**src/rtl/cpu_pkg.sv**
```systemverilog
// Shared opcodes, FSM encoding and instruction field positions for the execute stage.
package cpu_pkg;

  localparam int unsigned DEF_DW = 8;
  localparam int unsigned INST_W = 16;

  // Instruction field slices
  localparam int unsigned OPC_MSB = 15;
  localparam int unsigned OPC_LSB = 12;
  localparam int unsigned RA_MSB  = 11;
  localparam int unsigned RA_LSB  = 10;
  localparam int unsigned RB_MSB  = 9;
  localparam int unsigned RB_LSB  = 8;
  localparam int unsigned IMM_MSB = 7;
  localparam int unsigned IMM_LSB = 0;

  localparam logic [3:0] OP_NOP  = 4'h0;
  localparam logic [3:0] OP_ADD  = 4'h1;
  localparam logic [3:0] OP_SUB  = 4'h2;
  localparam logic [3:0] OP_AND  = 4'h3;
  localparam logic [3:0] OP_OR   = 4'h4;
  localparam logic [3:0] OP_XOR  = 4'h5;
  localparam logic [3:0] OP_NOT  = 4'h6;
  localparam logic [3:0] OP_SHL  = 4'h7;
  localparam logic [3:0] OP_SHR  = 4'h8;
  localparam logic [3:0] OP_LDI  = 4'h9;
  localparam logic [3:0] OP_MUL  = 4'hA;
  localparam logic [3:0] OP_MULH = 4'hB;

  typedef enum logic [1:0] {
    ST_IDLE = 2'd0,
    ST_MUL  = 2'd1,
    ST_WB   = 2'd2
  } state_e;

  // True for every opcode that produces a register write-back (C-F behave as NOP).
  function automatic logic op_writes(input logic [3:0] opc);
    return (opc >= OP_ADD) && (opc <= OP_MULH);
  endfunction

  function automatic logic op_is_mul(input logic [3:0] opc);
    return (opc == OP_MUL) || (opc == OP_MULH);
  endfunction

endpackage

```
**src/rtl/mul_seq8.sv**
```systemverilog
// Iterative shift-add multiplier: one partial product per cycle, MUL_N steps per operation.
module mul_seq8
  import cpu_pkg::*;
#(
  parameter int unsigned DW    = DEF_DW,
  parameter int unsigned MUL_N = DW
) (
  input  logic            i_clk,
  input  logic            i_rst,
  input  logic            i_start,
  input  logic [DW-1:0]   i_a,
  input  logic [DW-1:0]   i_b,
  output logic            o_busy,
  output logic            o_done,
  output logic [2*DW-1:0] o_product
);

  localparam int unsigned CW = (MUL_N > 1) ? $clog2(MUL_N) : 1;
  localparam logic [CW-1:0] LAST_STEP = CW'(MUL_N - 1);

  logic [2*DW-1:0] r_acc;
  logic [2*DW-1:0] r_mcand;
  logic [DW-1:0]   r_mplier;
  logic [CW-1:0]   r_cnt;
  logic            r_busy;

  // Load operands on start, then add the shifted multiplicand for each set multiplier bit.
  always_ff @(posedge i_clk) begin
    if (i_rst) begin
      r_acc    <= '0;
      r_mcand  <= '0;
      r_mplier <= '0;
      r_cnt    <= '0;
      r_busy   <= 1'b0;
    end else if (i_start) begin
      r_acc    <= '0;
      r_mcand  <= {{DW{1'b0}}, i_a};
      r_mplier <= i_b;
      r_cnt    <= '0;
      r_busy   <= 1'b1;
    end else if (r_busy) begin
      r_acc    <= r_acc + (r_mplier[0] ? r_mcand : '0);
      r_mcand  <= r_mcand << 1;
      r_mplier <= r_mplier >> 1;
      r_cnt    <= r_cnt + 1'b1;
      if (r_cnt == LAST_STEP) begin
        r_busy <= 1'b0;
      end
    end
  end

  // done flags the cycle performing the final step; the product is valid the cycle after.
  assign o_busy    = r_busy;
  assign o_done    = r_busy && (r_cnt == LAST_STEP);
  assign o_product = r_acc;

endmodule

```
**src/rtl/alu_exec.sv**
```systemverilog
// Execute/write-back stage: single-cycle ALU, sequential multiplier, flags and fetch stall.
module alu_exec
  import cpu_pkg::*;
#(
  parameter int unsigned DW    = DEF_DW,
  parameter int unsigned MUL_N = DW
) (
  input  logic              i_clk,
  input  logic              i_rst,
  input  logic [INST_W-1:0] i_inst,
  input  logic              i_inst_valid,
  input  logic [DW-1:0]     i_reg_data1,
  input  logic [DW-1:0]     i_reg_data2,
  output logic [DW-1:0]     o_wb_data,
  output logic              o_wb_en,
  output logic              o_stall,
  output logic              o_flag_z,
  output logic              o_flag_c
);

  state_e          r_state;
  logic [DW-1:0]   r_result;
  logic            r_c;
  logic            r_is_mul;
  logic            r_mulh;
  logic            r_flag_z;
  logic            r_flag_c;

  logic [3:0]      w_opc;
  logic            w_accept;
  logic            w_mul_start;
  logic            w_mul_done;
  logic [2*DW-1:0] w_product;
  logic [DW:0]     w_sum;
  logic [DW:0]     w_diff;
  logic [DW-1:0]   w_alu_res;
  logic            w_alu_c;
  logic [DW-1:0]   w_wb_value;
  logic            w_wb_c;
  logic            w_unused_regsel;
  logic            w_unused_mul_busy;

  assign w_opc       = i_inst[OPC_MSB:OPC_LSB];
  assign w_accept    = (r_state == ST_IDLE) && i_inst_valid && op_writes(w_opc);
  assign w_mul_start = w_accept && op_is_mul(w_opc);

  // Register selects are consumed by the register file, not here.
  assign w_unused_regsel = ^i_inst[RA_MSB:RB_LSB];

  mul_seq8 #(
    .DW    (DW),
    .MUL_N (MUL_N)
  ) u_mul (
    .i_clk     (i_clk),
    .i_rst     (i_rst),
    .i_start   (w_mul_start),
    .i_a       (i_reg_data1),
    .i_b       (i_reg_data2),
    .o_busy    (w_unused_mul_busy),
    .o_done    (w_mul_done),
    .o_product (w_product)
  );

  // Single-cycle ALU evaluated on the live register-file operands at accept time.
  always_comb begin
    w_alu_res = '0;
    w_alu_c   = 1'b0;
    w_sum     = {1'b0, i_reg_data1} + {1'b0, i_reg_data2};
    w_diff    = {1'b0, i_reg_data1} - {1'b0, i_reg_data2};
    case (w_opc)
      OP_ADD: begin
        w_alu_res = w_sum[DW-1:0];
        w_alu_c   = w_sum[DW];
      end
      OP_SUB: begin
        w_alu_res = w_diff[DW-1:0];
        w_alu_c   = w_diff[DW];  // borrow out when A < B
      end
      OP_AND: w_alu_res = i_reg_data1 & i_reg_data2;
      OP_OR:  w_alu_res = i_reg_data1 | i_reg_data2;
      OP_XOR: w_alu_res = i_reg_data1 ^ i_reg_data2;
      OP_NOT: w_alu_res = ~i_reg_data1;
      OP_SHL: begin
        w_alu_res = {i_reg_data1[DW-2:0], 1'b0};
        w_alu_c   = i_reg_data1[DW-1];
      end
      OP_SHR: begin
        w_alu_res = {1'b0, i_reg_data1[DW-1:1]};
        w_alu_c   = i_reg_data1[0];
      end
      OP_LDI: w_alu_res = DW'(i_inst[IMM_MSB:IMM_LSB]);
      default: begin
        w_alu_res = '0;
        w_alu_c   = 1'b0;
      end
    endcase
  end

  // Select the value being written back: held ALU result or the finished product.
  always_comb begin
    w_wb_value = r_result;
    w_wb_c     = r_c;
    if (r_is_mul) begin
      if (r_mulh) begin
        w_wb_value = w_product[2*DW-1:DW];
        w_wb_c     = 1'b0;
      end else begin
        w_wb_value = w_product[DW-1:0];
        w_wb_c     = |w_product[2*DW-1:DW];
      end
    end
  end

  // Control FSM with holding registers and flags; flags commit at the end of write-back.
  always_ff @(posedge i_clk) begin
    if (i_rst) begin
      r_state  <= ST_IDLE;
      r_result <= '0;
      r_c      <= 1'b0;
      r_is_mul <= 1'b0;
      r_mulh   <= 1'b0;
      r_flag_z <= 1'b0;
      r_flag_c <= 1'b0;
    end else begin
      case (r_state)
        ST_IDLE: begin
          if (w_accept) begin
            if (op_is_mul(w_opc)) begin
              r_is_mul <= 1'b1;
              r_mulh   <= (w_opc == OP_MULH);
              r_state  <= ST_MUL;
            end else begin
              r_is_mul <= 1'b0;
              r_mulh   <= 1'b0;
              r_result <= w_alu_res;
              r_c      <= w_alu_c;
              r_state  <= ST_WB;
            end
          end
        end
        ST_MUL: begin
          if (w_mul_done) begin
            r_state <= ST_WB;
          end
        end
        ST_WB: begin
          r_flag_z <= (w_wb_value == '0);
          r_flag_c <= w_wb_c;
          r_state  <= ST_IDLE;
        end
        default: r_state <= ST_IDLE;
      endcase
    end
  end

  // Stall fetch from the accept cycle until write-back; reset always releases it.
  always_comb begin
    o_stall = 1'b0;
    if (!i_rst) begin
      o_stall = w_accept || (r_state == ST_MUL);
    end
  end

  assign o_wb_en   = (r_state == ST_WB) && !i_rst;
  assign o_wb_data = (r_state == ST_WB) ? w_wb_value : '0;
  assign o_flag_z  = r_flag_z;
  assign o_flag_c  = r_flag_c;

endmodule
```
**config.mk**
```make
export PLATFORM = sky130hd
export DESIGN_NAME = alu_exec
export DESIGN_NICKNAME = d
export VERILOG_FILES = /design/src/rtl/cpu_pkg.sv /design/src/rtl/mul_seq8.sv /design/src/rtl/alu_exec.sv
export SDC_FILE = /design/constraint.sdc
export NUM_CORES = 1
export LEC_CHECK = 0
export CAP_MARGIN = 20
export CORE_MARGIN = 1
export CORE_UTILIZATION = 47
export DETAILED_ROUTE_END_ITERATION = 10
export PLACE_DENSITY = 0.69
export SYNTH_ARGS = -nofsm -noshare
export SYNTH_HDL_FRONTEND = slang
export SYNTH_HIERARCHICAL = 1
export SYNTH_SLANG_ARGS = --single-unit
```
**constraint.sdc**
```tcl
create_clock -name i_clk -period 4.7 [get_ports i_clk]
set_input_delay 0.94 -clock i_clk [delete_from_list [all_inputs] [get_ports i_clk]]
set_output_delay 0.94 -clock i_clk [all_outputs]
set_load 0.01 [all_outputs]
```
==> results.txt, run 1 <==
* Status: finished clean
- Number of antenna violations at the first check in global routing: 0
* First-pass detailed-route iteration total: 5
- The cell count after synthesis came out at around 640.
- Top fanout value on the critical path: 2
- Initial Util: 0.494
- Worst Max-Slew Pin Slew: 0.861 ns
- For the worst flop-to-flop path, the logic depth is 10.
- In this run the horizontal extent of the chip is around 100 µm.
- Leakage power summed over all cells: between 2 and 2.5 nW
* Vias after detailed routing: 4707
* Arr. time, crit path: 2.76 ns
* RSZ-0062 raised after global routing: no
* H-tree depth: 3
- The first global-routing pass estimated roughly 21 mm of wire.
- Crit Path Category: in2out
* Slowest-stage cell, CP: sky130_fd_sc_hd__or4_1
- The via count of the first global-routing pass came to 4250.
- Clock-pin slew was measured on the worst setup and hold paths at roughly 0.070 ns.
- Highest metal used: met4
- Number of CTS-inserted buffers: 9
- Post-synthesis cell area: 4920 µm²
- GRT Util Overall: 0.244
- Clock Tree Root: sky130_fd_sc_hd__clkbuf_8
- For this block, wires on met1 add up to 6.21 mm.
* Portion of the post-synthesis area used by sequential elements: 0.240
* Shortest clock period the worst path allows after layout: 3.70 ns
- The hold violation total from the final report is 0.
- Counting the fill cells in the layout gives around 950.
- Detailed route wirelength on metal2: 5.98 mm
* Worst setup EP type: output port
* Delay of the slowest critical-path stage: 0.55 ns
- The first routing iteration left 354 violations.
* Aggregate negative setup slack: 0 ns
* Final routed wirelength across all metal layers: about 13 mm
- Setup violation total in the final timing report: 0
* Insertion delay of the later-clocked pin in the worst-skew pair: 0.35 ns
* Crit path launch type: primary input
- Dividing the detail-routed via count by the number of cells gives 5.94.
- Die area: 10900 µm²
- The max-slew violation count was 0.
- Fraction of registers with async set/reset: 0
- Yosys mapped a number of flops with a built-in enable equal to 0.
- Height of the die: around 100 µm
* Total power per unit cell area: 229 nW/µm²
* # clock sinks: around 60
- Worst-case clock skew: 0.00923 ns
- Ratio of cells with drive above 1 in the final layout: 0.0622
* Relative slew slack: 0.420
* Area added between synthesis and finish: 12.9%
* Number of cells on the worst hold path: 2
* Largest net degree at the start of global routing: 44
* TritonCTS clock tree: built
- Of the available clock period, the critical path in the final layout requires 0.788.
- between 40 and 50 I/O pins were placed.
- Count of instances resized after the clock tree is built: 0
- Ordered cell list for the critical path: clkdlybuf4s50_1, or4_1, nand2_1, a21oi_1, a21oi_1, nor2_1, clkdlybuf4s50_1
- Timing-limited maximum frequency: 270 MHz
- The congestion estimate from routability-driven global placement came to 1.01.
- Finished Core Util: 0.558
- For this run, design rule violations remaining after detail routing come to 0.
- STA puts the critical path data required time at 3.76 ns.
* Count of standard-cell rows: 36
- Clock tree buffer depth: 2
- The number of antenna diodes in the final layout is 0.
* Kind of path behind the tightest hold check: reg2reg
- Counting flops and latches in the post-synthesis netlist gives 59.
- After global routing the overflow that remains totals 0.
- Mapped Avg Cell Area: 7.67 µm²
* Setup bufs post-CTS: 0
- Main flop type after synthesis: sky130_fd_sc_hd__dfxtp_1
- After clock tree synthesis, the flow added hold-fix buffers numbering 0.
- Once detail routing completed, the nets flagged for antenna violations numbered 0.
- The wire-length estimate of the detail-placed layout is about 9.8 mm.
- During placement, the flow inserted port buffers numbering 42.
* Synth cell types: 70
* Worst supply voltage drop on vdd: about 0.00012 V
- Count of max-cap constraint violations: 0
- In the detailed route, the total length drawn on met3 is 881 µm.
- Wire length per cell: 16.8 µm
- The region available for standard cell placement spans around 10000 µm².
- When the netlist entered floorplanning its net count stood at 720.
* Synth warnings: 6
* Final layout net count: 733
[cell families (layout without fill, tap and decap cells)]
group,after synthesis,count (layout),share of synthesized area
adders and majority gates,44,44,0.117
xor gates and xnor gates,11,11,0.0196
buffers and inverters,80,98,0.0684
AOI/OAI and AO/OA,173,173,0.236
DFF,59,59,0.240
muxes,50,50,0.103
and+or+nand+nor,224,224,0.216
[critical path: cells and delay by family]
family	cells	cell delay, ns
compound gates	2	0.21
simple gates	3	0.71
buf+inv	2	0.89
[final timing paths]
| kind | start | endpoint | slack, ns |
|---|---|---|---|
| hold reg to reg | r_c$_SDFFE_PP0P_ | r_c$_SDFFE_PP0P_ | 0.46 |
| hold / removal | r_c$_SDFFE_PP0P_ | r_c$_SDFFE_PP0P_ | 0.46 |
| setup / recovery | i_inst[12] | o_stall | 1.0 |
| setup reg to reg | u_mul/r_mplier[0]$_SDFFE_PP0P_ | u_mul/o_product[12]$_SDFFE_PP0P_ | 1.91 |
[sequential cells by signal, indices dropped and copies added, names as in the netlist]
register,flops
o_flag_c,1
o_flag_z,1
r_c,1
r_is_mul,1
r_mulh,1
r_result,8
r_state,2
u_mul/o_busy,1
u_mul/o_product,16
u_mul/r_cnt,3
u_mul/r_mcand,16
u_mul/r_mplier,8
[cell type report]
cell class / instances / area (µm²) / area share
inverters: 32 / 120 / 0.0216
clock buffers: 12 / 155 / 0.0279
clock inverters: 4 / 48.8 / 0.00879
well taps: 133 / 166 / 0.0300
flip-flops and latches: 59 / 1180 / 0.213
repair buffers: 50 / 480 / 0.0865
multi-input cells: 502 / 3400 / 0.612
[metrics by stage]
step           setup WS (ns)  instance area [µm²]  std cells  power [mW]  hold WS (ns)
2_1_floorplan           1.77                 4920        641       0.698         0.419
3_3_place_gp           0.819                 5350        776       0.783         0.432
3_5_place_dp           0.793                 5350        776       0.787         0.439
4_1_cts                0.991                 5550        792        1.27         0.454
5_1_grt                0.845                 5550        792        1.32         0.480
6_report               0.996                 5550        792        1.27         0.455
[report_power, final]
group | internal, mW | switching, mW | leakage (nW)
clock network | 0.273 | 0.214 | 0.106
registers | 0.511 | 0.0106 | 0.477
logic | 0.106 | 0.155 | 1.66
[layout by cell type, fill, tap and decap left out, types with 3 or more instances in the layout]
cell                              instances
sky130_fd_sc_hd__inv_1                   31
sky130_fd_sc_hd__dfxtp_1                 58
sky130_fd_sc_hd__o211ai_1                 3
sky130_fd_sc_hd__xnor2_1                  6
sky130_fd_sc_hd__a31oi_1                  4
sky130_fd_sc_hd__a211oi_1                 5
sky130_fd_sc_hd__a21oi_2                  6
sky130_fd_sc_hd__nand2_1                 46
sky130_fd_sc_hd__o41ai_1                  3
sky130_fd_sc_hd__a221oi_1                 4
sky130_fd_sc_hd__or3_1                    5
sky130_fd_sc_hd__a21oi_1                 49
sky130_fd_sc_hd__and3_1                   3
sky130_fd_sc_hd__nor4_1                   3
sky130_fd_sc_hd__o21ai_0                 30
sky130_fd_sc_hd__and2_1                  16
sky130_fd_sc_hd__fa_1                     3
sky130_fd_sc_hd__ha_1                    41
sky130_fd_sc_hd__o22ai_1                  8
sky130_fd_sc_hd__clkdlybuf4s50_1         42
sky130_fd_sc_hd__nand3_1                 13
sky130_fd_sc_hd__a21o_1                  13
sky130_fd_sc_hd__nand2b_1                 4
sky130_fd_sc_hd__a221o_1                  3
sky130_fd_sc_hd__mux2_2                   3
sky130_fd_sc_hd__nor3_1                  13
sky130_fd_sc_hd__clkbuf_8                11
sky130_fd_sc_hd__nor3b_1                  5
sky130_fd_sc_hd__a32oi_1                  6
sky130_fd_sc_hd__xor2_1                   5
sky130_fd_sc_hd__nor2_1                  90
sky130_fd_sc_hd__nor2b_1                 10
sky130_fd_sc_hd__mux2i_1                 47
sky130_fd_sc_hd__buf_4                    8
sky130_fd_sc_hd__nand4_1                  5
sky130_fd_sc_hd__o221ai_1                 4
sky130_fd_sc_hd__a22oi_1                  4
[metal layers]
layer / track usage / vias to the layer above
met5: 0 / -
met4: 0.0755 / 0
met3: 0.0558 / 16
met2: 0.386 / 172
met1: 0.327 / 2200
li1: - / 2319
[cell usage after synthesis (3+ instances only)]
| cell | number | area share |
|---|---|---|
| sky130_fd_sc_hd__o21ai_0 | 30 | 0.031 |
| sky130_fd_sc_hd__o221ai_1 | 4 | 0.0071 |
| sky130_fd_sc_hd__and3_1 | 3 | 0.0038 |
| sky130_fd_sc_hd__nor3b_1 | 5 | 0.0076 |
| sky130_fd_sc_hd__nor2_1 | 90 | 0.069 |
| sky130_fd_sc_hd__nand3_1 | 13 | 0.013 |
| sky130_fd_sc_hd__a221oi_1 | 4 | 0.0071 |
| sky130_fd_sc_hd__fa_1 | 3 | 0.012 |
| sky130_fd_sc_hd__a221o_1 | 3 | 0.0061 |
| sky130_fd_sc_hd__buf_6 | 4 | 0.0092 |
| sky130_fd_sc_hd__nor2b_1 | 10 | 0.013 |
| sky130_fd_sc_hd__o22ai_1 | 8 | 0.010 |
| sky130_fd_sc_hd__mux2_2 | 3 | 0.0069 |
| sky130_fd_sc_hd__nand2b_1 | 4 | 0.0051 |
| sky130_fd_sc_hd__inv_1 | 31 | 0.024 |
| sky130_fd_sc_hd__mux2i_1 | 47 | 0.096 |
| sky130_fd_sc_hd__buf_2 | 5 | 0.0051 |
| sky130_fd_sc_hd__o211ai_1 | 3 | 0.0046 |
| sky130_fd_sc_hd__clkbuf_1 | 36 | 0.027 |
| sky130_fd_sc_hd__dfxtp_1 | 59 | 0.24 |
| sky130_fd_sc_hd__nand2_1 | 46 | 0.035 |
| sky130_fd_sc_hd__a211oi_1 | 5 | 0.0076 |
| sky130_fd_sc_hd__a21oi_1 | 49 | 0.050 |
| sky130_fd_sc_hd__or3_1 | 5 | 0.0064 |
| sky130_fd_sc_hd__nor3_1 | 13 | 0.013 |
| sky130_fd_sc_hd__and2_1 | 16 | 0.020 |
| sky130_fd_sc_hd__a21oi_2 | 6 | 0.011 |
| sky130_fd_sc_hd__a22oi_1 | 4 | 0.0061 |
| sky130_fd_sc_hd__a21o_1 | 13 | 0.020 |
| sky130_fd_sc_hd__xor2_1 | 5 | 0.0089 |
| sky130_fd_sc_hd__a32oi_1 | 6 | 0.011 |
| sky130_fd_sc_hd__xnor2_1 | 6 | 0.011 |
| sky130_fd_sc_hd__a31oi_1 | 4 | 0.0051 |
| sky130_fd_sc_hd__o41ai_1 | 3 | 0.0053 |
| sky130_fd_sc_hd__ha_1 | 41 | 0.10 |
| sky130_fd_sc_hd__buf_1 | 3 | 0.0023 |
| sky130_fd_sc_hd__nor4_1 | 3 | 0.0038 |
| sky130_fd_sc_hd__nand4_1 | 5 | 0.0064 |
Power figures use the tool's default switching activity.
==> run 2: changes to the inputs <==
PLACE_DENSITY = 0.71   (was 0.69)
clock period = 3 ns   (was 4.7 ns; I/O delays follow)
==> run 2 against run 1 <==
Core utilization rose by 4.4 points. Clock skew is essentially flat. Global-route usage rose by 2.1 points. Register-to-register slack lost 1.7 ns. Worst setup slack worse by 0.90 ns. Power rose by 66%. Clock-buffer cell count fell by 3. Sequential cell count is the same. First-iteration DRC count up 17%. Critical path type is now in2reg. Largest cell class unchanged.
==> results.txt, run 2 (same netlist as run 1, synthesis figures left out) <==
- Kind of cell with the highest combined delay on the critical path: simple AND/OR/NAND/NOR gates (was buffers and inverters)
* Number of input and output port buffers inserted: 42 (unchanged)
- The final count of negative-setup-slack endpoints came to 0 (unchanged).
* Total power per unit cell area: 352 nW/µm² (was 229 nW/µm²)
- The chip height was 104 µm (unchanged).
- Slowest-stage cell, CP: sky130_fd_sc_hd__clkdlybuf4s50_1 (was sky130_fd_sc_hd__or4_1)
- The TritonCTS clock tree is built (unchanged).
- H-tree depth: 3 (unchanged)
- The buffering stage count on the worst path with inverters included was 4 (was 2).
- The number of clock sinks was 59 (unchanged).
- Number of antenna violations at the first check in global routing: 0 (unchanged)
- The initial core utilization is 0.494 (unchanged).
* Via count of the first global-routing pass: 4596 (was 4250)
- Clock tree buffer depth: 2 (unchanged)
- Kind of path behind the tightest hold check: reg2reg (unchanged)
- The average routed wire per standard cell came to 17.0 µm (was 16.8 µm).
* Setup bufs post-CTS: 0 (unchanged)
- Final layout net count: 786 (was 733)
- The first-pass iteration count of the detailed router is 5 (unchanged).
* Worst Max-Slew Pin Slew: 0.636 ns (was 0.861 ns)
- The number of max-cap violations was 0 (unchanged).
- I/O pin cnt: 47 (unchanged)
* Largest net degree at the start of global routing: 43 (was 44)
* Aggregate negative setup slack: 0 ns (unchanged)
* Worst-case clock skew: 0.00958 ns (was 0.00923 ns)
- Worst setup EP type: register (was output port)
- Antenna diode count: 0 (unchanged)
- Number of buffers added to fix hold violations after cts: 0 (unchanged)
* Insertion delay of the later-clocked pin in the worst-skew pair: 0.33 ns (was 0.35 ns)
- Ordered cell list for the critical path: clkdlybuf4s50_1, inv_1, ha_1, inv_1, fa_1, nor3b_1, nor3_1, buf_4, o31a_1, or4b_1, a21oi_1, o41ai_1 (was clkdlybuf4s50_1, or4_1, nand2_1, a21oi_1, a21oi_1, nor2_1, clkdlybuf4s50_1).
- The residual antenna-violating net count after detailed routing is 0 (unchanged).
- The first-pass GRT wire length came to 23.1 mm (was 21.2 mm).
* Top library cells by usage in the layout, fill and taps aside: sky130_fd_sc_hd__nor2_1, sky130_fd_sc_hd__buf_4, sky130_fd_sc_hd__dfxtp_1, sky130_fd_sc_hd__a21oi_1, sky130_fd_sc_hd__mux2i_1 (was sky130_fd_sc_hd__nor2_1, sky130_fd_sc_hd__dfxtp_1, sky130_fd_sc_hd__a21oi_1, sky130_fd_sc_hd__mux2i_1, sky130_fd_sc_hd__nand2_1)
- Die area: 10900 µm² (unchanged)
* Delay of the slowest critical-path stage: 0.49 ns (was 0.55 ns)
- The combined global-route utilization of all metal layers was 0.264 (was 0.244).
- The relative slew slack was 0.576 (was 0.420).
* Avg Vias per Cell: 5.86 (was 5.94)
- Hold Fails Final Rpt: 0 (unchanged)
- Shortest clock period the worst path allows after layout: 2.91 ns
- Required arrival time at the worst endpoint: 3.22 ns (was 3.76 ns)
* Cell occurring most often along the worst timing path: sky130_fd_sc_hd__inv_1
- The power after layout came to 2.11 mW (was 1.27 mW).
* Number of CTS-inserted buffers: 9 (unchanged)
* Weighted congestion reported at the end of routability-driven placement: 0.926 (was 1.01)
* Status: finished clean (unchanged)
- Leakage power summed over all cells: 2.52 nW (was 2.24 nW)
- The total detailed-routing wirelength came to 14.3 mm (was 13.3 mm).
- The overall die width came to 104 µm (unchanged).
- The share of post-route cells with drive strength above 1 was 0.135 (was 0.0622).
* Arr. time, crit path: 3.13 ns (was 2.76 ns)
- The cell row count came to 36 (unchanged).
- The number of DRC markers after the initial detailed-route iteration is 414 (was 354).
- Leading cell type in the layout, fill and taps excluded: sky130_fd_sc_hd__nor2_1 (unchanged)
* Clock-pin slew of the registers on the worst-case setup and hold paths: 0.07 ns (about the same)
- The core utilization of the finished layout came to 0.602 (was 0.558).
- The type of origin of the critical path was a primary input (unchanged).
- RSZ-0062 raised after global routing: no (unchanged)
* Number of remaining DRC errors: 0 (unchanged)
* Timing-limited maximum frequency: 344 MHz
- Top fanout value on the critical path: 3 (was 2)
- The root cell of the clock tree was sky130_fd_sc_hd__clkbuf_8 (unchanged).
- Core Box Area: 9950 µm² (unchanged)
- The maximum vdd ir drop came to 0.000178 V (was 0.000122 V).
* Area added between synthesis and finish: 21.8% (was 12.9%)
* Grt ovf: 0 (unchanged)
* Final Cycle Share: 0.969
- The max-slew violation count is 0 (unchanged).
* Total half-perimeter wirelength after legalization and detailed placement: 11.0 mm (was 9.84 mm)
- The via count is 4948 (was 4707).
- The startpoint-to-endpoint class of the critical path is in2reg (was in2out).
[run 2: routing by layer]
| layer | global-route usage | share of wire | vias to the layer above |
|---|---|---|---|
| met5 | 0 | 0 | - |
| met4 | 0.0796 | 0.014 | 0 |
| met3 | 0.0439 | 0.059 | 21 |
| met2 | 0.444 | 0.47 | 169 |
| met1 | 0.345 | 0.46 | 2324 |
| li1 | - | - | 2434 |
[run 2: repair_timing]
| item | in CTS | in global routing |
|---|---|---|
| pin swaps | 0 | 0 |
| endpoints found under the setup margin | 2 | 1 |
| gates cloned | 0 | 0 |
| gates resized for setup | 2 | 1 |
[run 2: through the flow]
stage / hold slack, ns / worst slack, ns / cell area (µm²) / instances
after CTS: 0.464 / 0.0364 / 5980 / 845
after global routing: 0.478 / 0.00962 / 5990 / 845
after floorplan: 0.419 / 0.426 / 4920 / 641
final: 0.465 / 0.0929 / 5990 / 845
after global placement: 0.436 / -0.387 / 5760 / 829
after detailed placement: 0.447 / -0.429 / 5760 / 829
[run 2: final timing paths]
kind / to / slack (ns) / cells past startpoint / startpoint
max: r_c$_SDFFE_PP0P_ / 0.09 / 12 / i_reg_data1[0]
min: r_result[2]$_SDFFE_PP0P_ / 0.47 / 2 / r_result[2]$_SDFFE_PP0P_
max reg2reg: u_mul/o_product[12]$_SDFFE_PP0P_ / 0.20 / 10 / u_mul/r_mplier[0]$_SDFFE_PP0P_
min reg2reg: r_result[2]$_SDFFE_PP0P_ / 0.47 / 2 / r_result[2]$_SDFFE_PP0P_
[run 2: area by class of cell]
cell class	count	area, µm²
clock buffers	9	124
clock inverters	7	100
fillers	908	3970
inverters	32	120
multi-input cells	502	3410
flip-flops and latches	59	1180
well taps	133	166
repair buffers	103	890
[run 2: where the power goes]
part | switching [mW] | total [mW] | internal, mW
clock network | 0.339 | 0.812 | 0.473
registers | 0.0165 | 0.816 | 0.800
logic | 0.259 | 0.481 | 0.221
total | 0.615 | 2.11 | 1.49
[run 2: tightest hold or removal path: stages, from the launching register on]
cell and delay, ns:
sky130_fd_sc_hd__dfxtp_1 0.34, sky130_fd_sc_hd__nand2_1 0.05, sky130_fd_sc_hd__o21ai_0 0.05
